$ cat config.mk
export PLATFORM = sky130hd
export DESIGN_NAME = multi_cycle_ctrl_flat
export DESIGN_NICKNAME = d
export VERILOG_FILES = /design/src/rtl/multi_cycle_ctrl_if.sv /design/src/rtl/multi_cycle_ctrl.sv /design/src/flat_wrapper.sv
export SDC_FILE = /design/constraint.sdc
export NUM_CORES = 1
export LEC_CHECK = 0
export ABC_CLOCK_PERIOD_IN_PS = 1650
export BUFFER_PORTS_ARGS = -buffer_cell sky130_fd_sc_hd__buf_2
export CAP_MARGIN = 20
export CELL_PAD_IN_SITES_DETAIL_PLACEMENT = 0
export CELL_PAD_IN_SITES_GLOBAL_PLACEMENT = 1
export CORE_ASPECT_RATIO = 1.4
export CORE_MARGIN = 3
export CORE_UTILIZATION = 32
export CTS_CLUSTER_DIAMETER = 100
export DETAILED_ROUTE_END_ITERATION = 10
export GPL_ROUTABILITY_DRIVEN = 0
export PLACE_DENSITY = 0.76
export SKIP_CTS_REPAIR_TIMING = 1
export SLEW_MARGIN = 20
export SYNTH_ARGS = -nofsm -noshare
export SYNTH_HDL_FRONTEND = slang
export SYNTH_SLANG_ARGS = --single-unit
$ cat constraint.sdc
create_clock -name CLK -period 1.65 [get_ports CLK]
set_input_delay 0.0825 -clock CLK [delete_from_list [all_inputs] [get_ports CLK]]
set_output_delay 0.0825 -clock CLK [all_outputs]
set_load 0.005 [all_outputs]
$ cat src/rtl/multi_cycle_ctrl_if.sv
// Controller <-> datapath bundle: opcode/flag in, per-cycle control strobes out.
interface multi_cycle_ctrl_if;
  logic [5:0] Opcode;
  logic       zero;
  logic       PCWre;
  logic       IRWre;
  logic       RegWre;
  logic       WR;
  logic       RD;
  logic       InsMemRW;
  logic       ALUSrcA;
  logic       ALUSrcB;
  logic       ExtSel;
  logic       DBDataSrc;
  logic       WrRegDSrc;
  logic [1:0] RegDst;
  logic [1:0] PCSrc;
  logic [2:0] ALUOp;
  logic [2:0] state;

  // Datapath side: supplies the IR opcode and ALU flag, consumes controls.
  modport master (
    output Opcode, zero,
    input  PCWre, IRWre, RegWre, WR, RD, InsMemRW,
    input  ALUSrcA, ALUSrcB, ExtSel, DBDataSrc, WrRegDSrc,
    input  RegDst, PCSrc, ALUOp, state
  );

  // Controller side.
  modport slave (
    input  Opcode, zero,
    output PCWre, IRWre, RegWre, WR, RD, InsMemRW,
    output ALUSrcA, ALUSrcB, ExtSel, DBDataSrc, WrRegDSrc,
    output RegDst, PCSrc, ALUOp, state
  );
endinterface

$ cat src/rtl/multi_cycle_ctrl.sv
// Multi-cycle MIPS-subset control unit: IF/ID/EXE/MEM/WB sequencing with
// controls decoded combinationally from the current state and the live opcode.
module multi_cycle_ctrl #(
  parameter logic [5:0] HALT_OP = 6'b111111
) (
  input  logic                  CLK,
  input  logic                  Reset,
  multi_cycle_ctrl_if.slave     bus
);

  localparam logic [5:0] OP_ADD   = 6'b000000;
  localparam logic [5:0] OP_SUB   = 6'b000001;
  localparam logic [5:0] OP_ADDIU = 6'b000010;
  localparam logic [5:0] OP_ANDI  = 6'b010000;
  localparam logic [5:0] OP_AND   = 6'b010001;
  localparam logic [5:0] OP_ORI   = 6'b010010;
  localparam logic [5:0] OP_OR    = 6'b010011;
  localparam logic [5:0] OP_XORI  = 6'b010100;
  localparam logic [5:0] OP_SLL   = 6'b011000;
  localparam logic [5:0] OP_SLT   = 6'b100110;
  localparam logic [5:0] OP_SW    = 6'b110000;
  localparam logic [5:0] OP_LW    = 6'b110001;
  localparam logic [5:0] OP_BEQ   = 6'b110100;
  localparam logic [5:0] OP_BNE   = 6'b110101;
  localparam logic [5:0] OP_J     = 6'b111000;
  localparam logic [5:0] OP_JR    = 6'b111001;
  localparam logic [5:0] OP_JAL   = 6'b111010;

  // Bit 3 only separates HALT from IF; the visible state is the low 3 bits.
  typedef enum logic [3:0] {
    S_IF     = 4'b0000,
    S_ID     = 4'b0001,
    S_EXE_LS = 4'b0010,
    S_MEM    = 4'b0011,
    S_WB_LD  = 4'b0100,
    S_EXE_BR = 4'b0101,
    S_EXE_AL = 4'b0110,
    S_WB_AL  = 4'b0111,
    S_HALT   = 4'b1000
  } state_t;

  state_t cur, nxt;

  logic       is_r, is_imm, is_lw, is_sw, is_beq, is_bne;
  logic       is_j, is_jr, is_jal, known, is_halt;
  logic [2:0] alu_op;
  logic       src_a, src_b, ext;

  // Opcode decode into instruction classes and static datapath selects.
  always_comb begin
    is_r   = 1'b0;
    is_imm = 1'b0;
    is_lw  = 1'b0;
    is_sw  = 1'b0;
    is_beq = 1'b0;
    is_bne = 1'b0;
    is_j   = 1'b0;
    is_jr  = 1'b0;
    is_jal = 1'b0;
    known  = 1'b1;
    alu_op = 3'b000;
    src_a  = 1'b0;
    src_b  = 1'b0;
    ext    = 1'b0;
    is_halt = (bus.Opcode == HALT_OP);
    case (bus.Opcode)
      OP_ADD:   is_r = 1'b1;
      OP_SUB:   begin is_r = 1'b1; alu_op = 3'b001; end
      OP_ADDIU: begin is_imm = 1'b1; src_b = 1'b1; ext = 1'b1; end
      OP_ANDI:  begin is_imm = 1'b1; src_b = 1'b1; alu_op = 3'b010; end
      OP_AND:   begin is_r = 1'b1; alu_op = 3'b010; end
      OP_ORI:   begin is_imm = 1'b1; src_b = 1'b1; alu_op = 3'b011; end
      OP_OR:    begin is_r = 1'b1; alu_op = 3'b011; end
      OP_XORI:  begin is_imm = 1'b1; src_b = 1'b1; alu_op = 3'b100; end
      OP_SLL:   begin is_r = 1'b1; src_a = 1'b1; alu_op = 3'b101; end
      OP_SLT:   begin is_r = 1'b1; alu_op = 3'b110; end
      OP_SW:    begin is_sw = 1'b1; src_b = 1'b1; ext = 1'b1; end
      OP_LW:    begin is_lw = 1'b1; src_b = 1'b1; ext = 1'b1; end
      OP_BEQ:   begin is_beq = 1'b1; alu_op = 3'b001; ext = 1'b1; end
      OP_BNE:   begin is_bne = 1'b1; alu_op = 3'b001; ext = 1'b1; end
      OP_J:     is_j = 1'b1;
      OP_JR:    is_jr = 1'b1;
      OP_JAL:   is_jal = 1'b1;
      default:  known = 1'b0;
    endcase
  end

  always_ff @(posedge CLK or negedge Reset) begin
    if (!Reset) cur <= S_IF;
    else        cur <= nxt;
  end

  // Next-state: jumps and unknown opcodes retire in ID, HALT is sticky.
  always_comb begin
    nxt = S_IF;
    case (cur)
      S_IF:     nxt = S_ID;
      S_ID: begin
        if (is_halt)                                nxt = S_HALT;
        else if (is_j || is_jr || is_jal || !known) nxt = S_IF;
        else if (is_beq || is_bne)                  nxt = S_EXE_BR;
        else if (is_lw || is_sw)                    nxt = S_EXE_LS;
        else                                        nxt = S_EXE_AL;
      end
      S_EXE_AL: nxt = S_WB_AL;
      S_WB_AL:  nxt = S_IF;
      S_EXE_BR: nxt = S_IF;
      S_EXE_LS: nxt = S_MEM;
      S_MEM:    nxt = is_lw ? S_WB_LD : S_IF;
      S_WB_LD:  nxt = S_IF;
      S_HALT:   nxt = S_HALT;
      default:  nxt = S_IF;
    endcase
  end

  // Control outputs; write strobes are additionally killed while Reset is low.
  always_comb begin
    bus.PCWre     = 1'b0;
    bus.IRWre     = 1'b0;
    bus.RegWre    = 1'b0;
    bus.WR        = 1'b0;
    bus.RD        = 1'b0;
    bus.InsMemRW  = 1'b0;
    bus.DBDataSrc = 1'b0;
    bus.ALUSrcA   = src_a;
    bus.ALUSrcB   = src_b;
    bus.ExtSel    = ext;
    bus.ALUOp     = alu_op;
    bus.WrRegDSrc = !is_jal;
    bus.RegDst    = is_r ? 2'b10 : ((is_imm || is_lw) ? 2'b01 : 2'b00);
    bus.PCSrc     = (is_j || is_jal) ? 2'b11 : (is_jr ? 2'b10 : 2'b00);
    bus.state     = 3'(cur);
    case (cur)
      S_IF: begin
        bus.IRWre    = 1'b1;
        bus.InsMemRW = 1'b1;
      end
      S_ID: begin
        bus.PCWre  = !is_halt && (is_j || is_jr || is_jal || !known);
        bus.RegWre = is_jal;
      end
      S_EXE_BR: begin
        bus.PCWre = 1'b1;
        if ((is_beq && bus.zero) || (is_bne && !bus.zero)) bus.PCSrc = 2'b01;
      end
      S_MEM: begin
        bus.WR    = is_sw;
        bus.RD    = is_lw;
        bus.PCWre = is_sw;
      end
      S_WB_AL: begin
        bus.PCWre  = 1'b1;
        bus.RegWre = 1'b1;
      end
      S_WB_LD: begin
        bus.PCWre     = 1'b1;
        bus.RegWre    = 1'b1;
        bus.DBDataSrc = 1'b1;
      end
      default: ;
    endcase
    if (!Reset) begin
      bus.PCWre  = 1'b0;
      bus.IRWre  = 1'b0;
      bus.RegWre = 1'b0;
      bus.WR     = 1'b0;
      bus.RD     = 1'b0;
    end
  end

endmodule
$ cat src/flat_wrapper.sv
// flat-port wrapper written by rule: the top's interface ports become plain ports
module multi_cycle_ctrl_flat 
#(
  parameter logic [5:0] HALT_OP = 6'b111111
)
  (CLK, Reset, bus_Opcode, bus_zero, bus_PCWre, bus_IRWre, bus_RegWre, bus_WR, bus_RD, bus_InsMemRW, bus_ALUSrcA, bus_ALUSrcB, bus_ExtSel, bus_DBDataSrc, bus_WrRegDSrc, bus_RegDst, bus_PCSrc, bus_ALUOp, bus_state);
  multi_cycle_ctrl_if bus_i ();
  input  logic CLK;
  input  logic Reset;
  input wire logic [$bits(bus_i.Opcode)-1:0] bus_Opcode;
  input wire logic [$bits(bus_i.zero)-1:0] bus_zero;
  output wire logic [$bits(bus_i.PCWre)-1:0] bus_PCWre;
  output wire logic [$bits(bus_i.IRWre)-1:0] bus_IRWre;
  output wire logic [$bits(bus_i.RegWre)-1:0] bus_RegWre;
  output wire logic [$bits(bus_i.WR)-1:0] bus_WR;
  output wire logic [$bits(bus_i.RD)-1:0] bus_RD;
  output wire logic [$bits(bus_i.InsMemRW)-1:0] bus_InsMemRW;
  output wire logic [$bits(bus_i.ALUSrcA)-1:0] bus_ALUSrcA;
  output wire logic [$bits(bus_i.ALUSrcB)-1:0] bus_ALUSrcB;
  output wire logic [$bits(bus_i.ExtSel)-1:0] bus_ExtSel;
  output wire logic [$bits(bus_i.DBDataSrc)-1:0] bus_DBDataSrc;
  output wire logic [$bits(bus_i.WrRegDSrc)-1:0] bus_WrRegDSrc;
  output wire logic [$bits(bus_i.RegDst)-1:0] bus_RegDst;
  output wire logic [$bits(bus_i.PCSrc)-1:0] bus_PCSrc;
  output wire logic [$bits(bus_i.ALUOp)-1:0] bus_ALUOp;
  output wire logic [$bits(bus_i.state)-1:0] bus_state;
  assign bus_i.Opcode = bus_Opcode;
  assign bus_i.zero = bus_zero;
  assign bus_PCWre = bus_i.PCWre;
  assign bus_IRWre = bus_i.IRWre;
  assign bus_RegWre = bus_i.RegWre;
  assign bus_WR = bus_i.WR;
  assign bus_RD = bus_i.RD;
  assign bus_InsMemRW = bus_i.InsMemRW;
  assign bus_ALUSrcA = bus_i.ALUSrcA;
  assign bus_ALUSrcB = bus_i.ALUSrcB;
  assign bus_ExtSel = bus_i.ExtSel;
  assign bus_DBDataSrc = bus_i.DBDataSrc;
  assign bus_WrRegDSrc = bus_i.WrRegDSrc;
  assign bus_RegDst = bus_i.RegDst;
  assign bus_PCSrc = bus_i.PCSrc;
  assign bus_ALUOp = bus_i.ALUOp;
  assign bus_state = bus_i.state;
  multi_cycle_ctrl #(.HALT_OP(HALT_OP)) u_core (.CLK(CLK), .Reset(Reset), .bus(bus_i));
endmodule
# == Word level (Yosys, flattened, before mapping) ==
# Cells that the tools add are included.
# classes
n_eq_ne,25
mux,37
reduce_logical,27
# ops
cell,n
$eq 6x6->1 const B,9
$eq 6x5->1 const B,6
$pmux 4 s6,1
$mux 1,23
$pmux 3 s6,1
$reduce_or 17->1,1
$eq 4x3->1 const B,4
$mux 4,3
$reduce_or 6->1,2
$mux 2,5
$eq 4x2->1 const B,2
$logic_or 1x1->1,8
$eq 6x1->1 const B,1
$eq 6x2->1 const B,1
$logic_not 6->1,1
$mux 3,2
$reduce_or 2->1,3
$reduce_or 3->1,2
$reduce_or 5->1,1
$eq 4x1->1 const B,1
$eq 4x4->1 const B,1
$logic_not 1->1,4
$logic_not 4->1,1
$reduce_or 4->1,1
other kinds (3),5
# totals
regBits,4
inputBits,9
out_inout_bits,21

# == Depth between registers and ports, before layout ==
# Gate-level depths: netlist (run 1).
# depth
ltp_word,8
mapped_depth,6
ltp_nobuf,4

# == Worst setup path after synthesis (run 1) ==
# No wires, ideal clock.
# synth_path
path_type,register -> output
startpoint,reg u_core.cur[2]
endpoint,out bus_PCSrc[0]
arrival_ps,1175
t_required_ps,1567
path_slack_ps,393
path_stages_with_launch,6
path_buffers,1
path_cell_list,dfrtp_1 buf_2 nor4bb_1 nand4_1 a21oi_1 a21o_1
# synth_via
elab_chain_len,2
# synth_lines
element,line_no,source
"start, declared",multi_cycle_ctrl.sv:42,"state_t cur, nxt;"
"start signal, assigned",multi_cycle_ctrl.sv:90,else cur <= nxt;
$eq 4x3->1,multi_cycle_ctrl.sv:133,case (cur)
$mux 2,multi_cycle_ctrl.sv:133,
"end, declared",flat_wrapper.sv:24,output wire logic [$bits(bus_i.PCSrc)-1:0] bus_PCSrc;
# Every way passes these cells.

# == Final worst setup path (run 1) ==
# layout_path
startpoint,reg u_core.cur[3]
endpoint,out bus_WR
# layout_via
elab_chain_len,3
# layout_lines
element,line_no,source
$eq 4x2->1,multi_cycle_ctrl.sv:133,
$mux 1,multi_cycle_ctrl.sv:133,
$mux 1,multi_cycle_ctrl.sv:162,if (!Reset) begin
"end, declared",flat_wrapper.sv:15,output wire logic [$bits(bus_i.WR)-1:0] bus_WR;
# Every way passes these cells.

==> results.toml, run 1 <==
[outcome]
outcome = "finished, final reports clean"

[finish]
final_util_pct = 43.0
drive_gt1_share_pct = 34.8
final_cell_mix = "buf_2 (29), nor2_1 (9), nand3_1 (7), a21oi_1 (7)"
num_antenna_cells = 0
syn_to_final_growth_pct = 25.4
fill_cells = 251
largest_register = "u_core.cur"
final_area_um2 = 946
fin_nets = 143
largest_register_ffs = 4
reg.largest.list = "u_core.cur: 4 flops"
final_common_cell = "buf_2"

[die]
core-area_um2 = 2200
die_area_um2 = 2980
fp.dieW_um = 47.0
rows = 20
start_util_pct = 34.3
io-pin-count = 30
fp.dieH_um = 63.5

[route]
num_vias = 887
drtIter0Drc = 26
drt_wl_total_um = 2140
drtPass1Iterations = 4
drc = 0
antenna_left = 0
routed_via_density = 5.76
wl_per_cell_um = 13.9

[yosys]
synth.area.top_cells = "dfrtp_1 (13%), buf_4 (7.0%), nor2_1 (5.0%)"
syn_inst = 108
synthArstFlopShare_pct = 100
ys_ff_latch = 4
ys_types = 41
syn_nets = 117
syn_avg_cell_area_um2 = 6.99
synth_area_leader_cell = "dfrtp_1"
ys.flop_type = "dfrtp_1"
synth_seq_area_share_pct = 13.3
yosys_warnings = 0
synth_edf_count = 0
synth_top_cell_area_share_pct = 13.3
netlist_area_um2 = 754

[timing]
period_share_pct = 94.9
finalHoldViolCount = 0
period_minus_slack_ns = 1.57
fin_setup_tns_ns = 0
rsz0062_at_grt = "yes"
fmax_mhz = 639
setup_viol = 0
worstMarginPinSlew_ns = 0.354
fin_skew_ns = 0.000135
drv_slew = 0
maxSlewHeadroom_pct = 75.8
hold_ws_ns = 0.182

[cts]
cts_buffers = 3
cts_sinks = 4
clock_tree.root_cell = "clkbuf_4"
clk_pin_slew_ns = 0.04
cts_buffer_depth = 2
cts-htree-levels = 1
insertion_delay_ns = 0.24
cts_tree = "built"

[worst_setup_path]
ff2ff_setup_slack_ns = 0.41
critPathKind = "reg -> out"
start_kind = "flop"
worstPathRequired_ns = 1.57
cp_data_arrival_time_ns = 1.48
reg2reg_to = "u_core.cur[2]$_DFF_PN0_"
reg2reg_from = "u_core.cur[1]$_DFF_PN0_"
r2r_cells = 6
cp_max_fo = 9
setup.worst_path.start = "u_core.cur[3]$_DFF_PN0_"
worstSetupEndpointType = "primary output"

[global_route]
grtUsageTotal_pct = 14.7
grt_pass1_wl_um = 3480
grt_max_degree = 18
antenna_found_initial = 0
grt_pass1_vias = 771
grt_overflow = 0

[power_and_ir_drop]
p_per_area_nw_per_um2 = 915
power.total_w = 0.000865
vdd_drop_max_mv = 0.359
leakage_nw = 0.443

[worst_hold_path]
hold_path_class = "in -> async"

[placement]
placed_cell_area_um2 = 875
dp.final_hpwl_um = 1550
port_buffers = 29

[run]
max_cap_viol_count = 0
## stage by stage
stage                     instances  worst slack, ns
final                           154           0.0840
after floorplan                 108            0.393
after CTS                       152          0.00612
after global routing            154          -0.0283
after detailed placement        149            0.274
after global placement          149            0.307
## kinds of logic after synthesis
group | share of synthesized area [%]
xor gates and xnor gates | 1.16
AOI/OAI and AO/OA | 26.4
and+or+nand+nor | 43.3
DFF | 13.3
buffers and inverters | 11.9
muxes | 3.98
## where the power goes
part           internal, W  switching [W]  leakage (nW)
Combinational     0.000274       0.000279         0.380
Sequential        0.000133      0.0000502        0.0493
Clock            0.0000818      0.0000469        0.0138
Total             0.000489       0.000377         0.443
## worst max-delay path by stage
stage                               to  slack (ns)  cells past startpoint
final                           bus_WR        0.08                      5
after global routing      bus_PCSrc[0]       -0.03                      5
after detailed placement  bus_PCSrc[0]        0.27                      5
after floorplan           bus_PCSrc[0]        0.39                      5
after global placement       bus_PCWre        0.31                      6
after CTS                 bus_PCSrc[0]       0.006                      5
## Yosys cell counts (3+ instances only)
| library cell | instances |
|---|---|
| clkbuf_1 | 4 |
| nand2b_1 | 4 |
| nor2_1 | 10 |
| buf_4 | 7 |
| mux2i_1 | 3 |
| buf_2 | 3 |
| a21oi_1 | 7 |
| nor3b_1 | 3 |
| nand3_1 | 7 |
| nand2_1 | 5 |
| o22ai_1 | 3 |
| nor2b_1 | 4 |
| and2_1 | 3 |
| nor4_1 | 4 |
| o21ai_0 | 5 |
| dfrtp_1 | 4 |
## critical path, cell delays in order, from the launching register on
cell     delay [ns]
dfrtp_2        0.48
nor2_4         0.15
and2_1         0.17
nand4_1        0.13
nor4_1         0.16
buf_2          0.15
## cell type report
class	instances	area, µm²	area share, %
Inverter	2	7.51	0.794
Tap cell	22	27.5	2.91
Clock buffer	3	22.5	2.38
Sequential cell	4	103	10.8
Multi-Input combinational cell	88	593	62.7
Timing Repair Buffer	35	193	20.4
## metal layers
| metal | wire length, µm | up-vias | track usage, % |
|---|---|---|---|
| met5 | 0 | - | 0 |
| met4 | 43 | 0 | 3.11 |
| met3 | 101 | 5 | 0.857 |
| met2 | 1030 | 23 | 24.5 |
| met1 | 962 | 405 | 20.1 |
| li1 | - | 454 | - |
No activity file was read; power rests on OpenSTA's default activity.
==> inputs of run 2 (changes only) <==
- ABC_CLOCK_PERIOD_IN_PS: 1650 -> 1550
- clock period: 1.65 -> 1.55 ns (I/O delays scaled with it)
==> results.toml, run 2 (synthesis results as in run 1) <==
[outcome]
outcome = "finished, final reports clean"

[finish]
largest_register = "u_core.cur"
final_cell_mix = "buf_2 (29), buf_4 (10), nor2_1 (9), nand3_1 (7), a21oi_1 (7)"
reg.largest.list = "u_core.cur: 4 flops"
num_antenna_cells = 0
final_common_cell = "buf_2"
largest_register_ffs = 4
syn_to_final_growth_pct = 34.5
final_area_um2 = 1010
fin_nets = 150
drive_gt1_share_pct = 41.0

[timing]
period_minus_slack_ns = 1.52
rsz0062_at_grt = "yes"
fmax_mhz = 656
fin_skew_ns = 0.00376
drv_slew = 0
worstMarginPinSlew_ns = 0.362
finalHoldViolCount = 0
maxSlewHeadroom_pct = 75.3
period_share_pct = 98.3
setup_viol = 0

[die]
die_area_um2 = 2980
io-pin-count = 30
core-area_um2 = 2200
fp.dieH_um = 63.5
rows = 20
fp.dieW_um = 47.0
start_util_pct = 34.3

[cts]
clock_tree.root_cell = "clkbuf_4"
cts_buffers = 3
cts_tree = "built"
cts-htree-levels = 1
cts_sinks = 4
cts_buffer_depth = 2
insertion_delay_ns = 0.24
clk_pin_slew_ns = 0.04

[route]
antenna_left = 0
drtPass1Iterations = 4
routed_via_density = 5.78
wl_per_cell_um = 14.1
drtIter0Drc = 36
drt_wl_total_um = 2270
num_vias = 930
drc = 0

[power_and_ir_drop]
vdd_drop_max_mv = 0.487
p_per_area_nw_per_um2 = 1020
leakage_nw = 0.486
power.total_w = 0.00104

[global_route]
grt_overflow = 0
grt_max_degree = 18
grt_pass1_wl_um = 3660
grtUsageTotal_pct = 15.6
antenna_found_initial = 0
grt_pass1_vias = 826

[worst_setup_path]
critPathKind = "reg -> out"
cp_data_arrival_time_ns = 1.45
worstPathRequired_ns = 1.47
cp_max_fo = 5
worstSetupEndpointType = "primary output"
start_kind = "flop"

[placement]
port_buffers = 29
dp.final_hpwl_um = 1570
placed_cell_area_um2 = 875

[worst_hold_path]
hold_path_class = "in -> async"

[run]
max_cap_viol_count = 0
## run 2: cell count changes in the layout (fill, tap and decap cells not counted), moves of 2 or more
cell    change
buf_4       +5
and2_4      +2
buf_6       +2
and2_1      -2
## run 2: worst paths after layout
kind | start | to | cells past startpoint | slack, ns
worst max register to register | u_core.cur[1]$_DFF_PN0_ | u_core.cur[2]$_DFF_PN0_ | 6 | 0.38
worst min-delay path | Reset | u_core.cur[3]$_DFF_PN0_ | 2 | 0.19
worst max-delay path | u_core.cur[3]$_DFF_PN0_ | bus_WR | 5 | 0.03
worst min register to register | u_core.cur[0]$_DFF_PN0_ | u_core.cur[0]$_DFF_PN0_ | 1 | 0.49
max in group asynchronous | Reset | u_core.cur[0]$_DFF_PN0_ | 2 | 1.21
min in group CLK | bus_Opcode[4] | u_core.cur[0]$_DFF_PN0_ | 4 | 0.41
## run 2: cell type report
cell class,instances,area (µm²)
Fill cell,240,1190
Multi-Input combinational cell,88,599
Timing Repair Buffer,42,253
Sequential cell,4,103
Tap cell,22,27.5
Clock buffer,3,22.5
Inverter,2,10.0
## run 2: where the power goes
| part | internal, W | switching (W) |
|---|---|---|
| registers | 0.000142 | 0.0000474 |
| clock network | 0.0000871 | 0.0000491 |
| logic | 0.000378 | 0.000335 |
| total | 0.000608 | 0.000431 |
## run 2: stage by stage
stage	instances	setup WS (ns)	utilization [%]	hold slack, ns	TNS, ns
after global routing	161	-0.0794	46.1	0.193	-0.205
after detailed placement	149	0.185	39.7	-0.104	0
after global placement	149	0.216	39.7	-0.103	0
after CTS	152	-0.0875	40.7	-0.362	-0.145
after floorplan	108	0.298	-	-0.218	0
final	161	0.0264	46.1	0.185	0
## run 2: critical path, cell delays in order (launching register included)
cell and delay, ns:
dfrtp_2 0.45, nor2_2 0.16, and2_4 0.16, nand4_1 0.12, nor4_1 0.17, buf_2 0.15
## run 2: metal layers
metal	vias to the layer above	track usage, %	routed length, µm
met3	0	0	119
li1	464	-	-
met1	439	20.8	973
met4	0	5.19	0
met2	27	26.0	1180
met5	-	0	0
==> inputs of run 3 (changes only) <==
- CORE_UTILIZATION: 32 -> 34
- CTS_BUF_LIST: not set -> sky130_fd_sc_hd__clkbuf_4
- PLACE_DENSITY: 0.76 -> 0.8
==> results.toml, run 3 (synthesis results as in run 1) <==
[die]
core-area_um2 = 2040
fp.dieW_um = 45.8
rows = 19
die_area_um2 = 2830
io-pin-count = 30
start_util_pct = 36.9
fp.dieH_um = 61.7

[worst_setup_path]
cp_max_fo = 6
worstSetupEndpointType = "primary output"
critPathSlowestCell = "dfrtp_2"
critPathBufInv = 1
critPathKind = "reg -> out"
path_cells = "nor4bb_4, nand4_1, a21oi_2, a21o_1, buf_2"
worst_path_largest_cell_delay_ns = 0.47
start_kind = "flop"
worstPathRequired_ns = 1.47
cpLargestDelayFamily = "flip-flops"
cp_data_arrival_time_ns = 1.50

[timing]
drv_slew = 0
setup_viol = 1
setup_ws_ns = -0.0286
finalHoldViolCount = 0
maxSlewHeadroom_pct = 73.2
period_minus_slack_ns = 1.58
period_share_pct = 102
rsz0062_at_grt = "yes"
fin_skew_ns = 0.00180
worstMarginPinSlew_ns = 0.391
fmax_mhz = 633
fin_setup_tns_ns = -0.0286

[placement]
dp_slack_ns = 0.140
dp.final_hpwl_um = 1570
port_buffers = 29
placed_cell_area_um2 = 866

[cts]
cts_tree = "built"
cts_buffers = 3
clk_pin_slew_ns = 0.04
insertion_delay_ns = 0.24
cts-htree-levels = 1
clock_tree.root_cell = "clkbuf_4"
cts_buffer_depth = 2
cts_sinks = 4

[global_route]
antenna_found_initial = 0
grt_pass1_wl_um = 3400
grt_pass1_vias = 818
grtUsageTotal_pct = 15.6
grt_max_degree = 18
grt_overflow = 0

[finish]
final_area_um2 = 962
largest_register = "u_core.cur"
largest_register_ffs = 4
fin_nets = 144
fill_cells = 230
syn_to_final_growth_pct = 27.5
final_common_cell = "buf_2"
reg.largest.list = "u_core.cur: 4 flops"
drive_gt1_share_pct = 37.6
num_antenna_cells = 0
final_cell_mix = "buf_2 (29), nor2_1 (9), nand3_1 (7), a21oi_1 (6)"

[power_and_ir_drop]
p_per_area_nw_per_um2 = 963
leakage_nw = 0.451
vdd_drop_max_mv = 0.542
power.total_w = 0.000927

[outcome]
outcome = "complete, but fails checks"
violations = "negative setup slack"

[route]
drc = 0
wl_per_cell_um = 14.5
drtIter0Drc = 18
drt_wl_total_um = 2240
antenna_left = 0
num_vias = 912
routed_via_density = 5.92
drtPass1Iterations = 4

[worst_hold_path]
hold_path_class = "in -> async"

[run]
max_cap_viol_count = 0
==> run 3: worst reg2reg max path, delay by kind of cell, from the launching register on <==
kind,cells,cell delay [ns]
muxes,1,0.10
and+or+nand+nor,2,0.31
buffers and inverters,1,0.17
DFF,1,0.47
==> run 3: per-stage QoR <==
| step | hold slack (ns) | instances | util [%] |
|---|---|---|---|
| 3_5_place_dp | -0.102 | 147 | 42.4 |
| 3_3_place_gp | -0.104 | 147 | 42.4 |
| 6_report | 0.233 | 154 | 47.1 |
| 2_1_floorplan | -0.218 | 108 | - |
| 4_1_cts | -0.359 | 150 | 43.5 |
| 5_1_grt | 0.237 | 154 | 47.1 |
==> run 3: layout make-up <==
type | instances | area (µm²) | area share, %
Multi-Input combinational cell | 88 | 599 | 62.3
Timing Repair Buffer | 36 | 204 | 21.2
Tap cell | 21 | 26.3 | 2.73
Inverter | 2 | 7.51 | 0.780
Sequential cell | 4 | 103 | 10.7
Clock buffer | 3 | 22.5 | 2.34
==> run 3: final timing paths <==
check / from / endpoint / slack (ns) / cells past startpoint
max: u_core.cur[3]$_DFF_PN0_ / bus_PCSrc[0] / -0.03 / 5
min: Reset / u_core.cur[0]$_DFF_PN0_ / 0.23 / 2
max reg2reg: u_core.cur[3]$_DFF_PN0_ / u_core.cur[3]$_DFF_PN0_ / 0.42 / 4
min reg2reg: u_core.cur[2]$_DFF_PN0_ / u_core.cur[3]$_DFF_PN0_ / 0.66 / 2
max in group asynchronous: Reset / u_core.cur[2]$_DFF_PN0_ / 1.13 / 2
min in group CLK: bus_Opcode[1] / u_core.cur[3]$_DFF_PN0_ / 0.41 / 5
==> run 3: where the power goes <==
| part | total, W | switching [W] | internal, W |
|---|---|---|---|
| Clock | 0.000132 | 0.0000455 | 0.0000868 |
| Sequential | 0.000180 | 0.0000383 | 0.000141 |
| Combinational | 0.000615 | 0.000321 | 0.000294 |
| Total | 0.000927 | 0.000404 | 0.000522 |
==> run 3: per-layer routing <==
metal,up-vias,global-route usage [%],wire length [µm]
li1,451,-,-
met5,-,0,0
met2,33,27.1,1140
met1,426,18.7,985
met3,2,0.865,98
met4,0,8.54,14
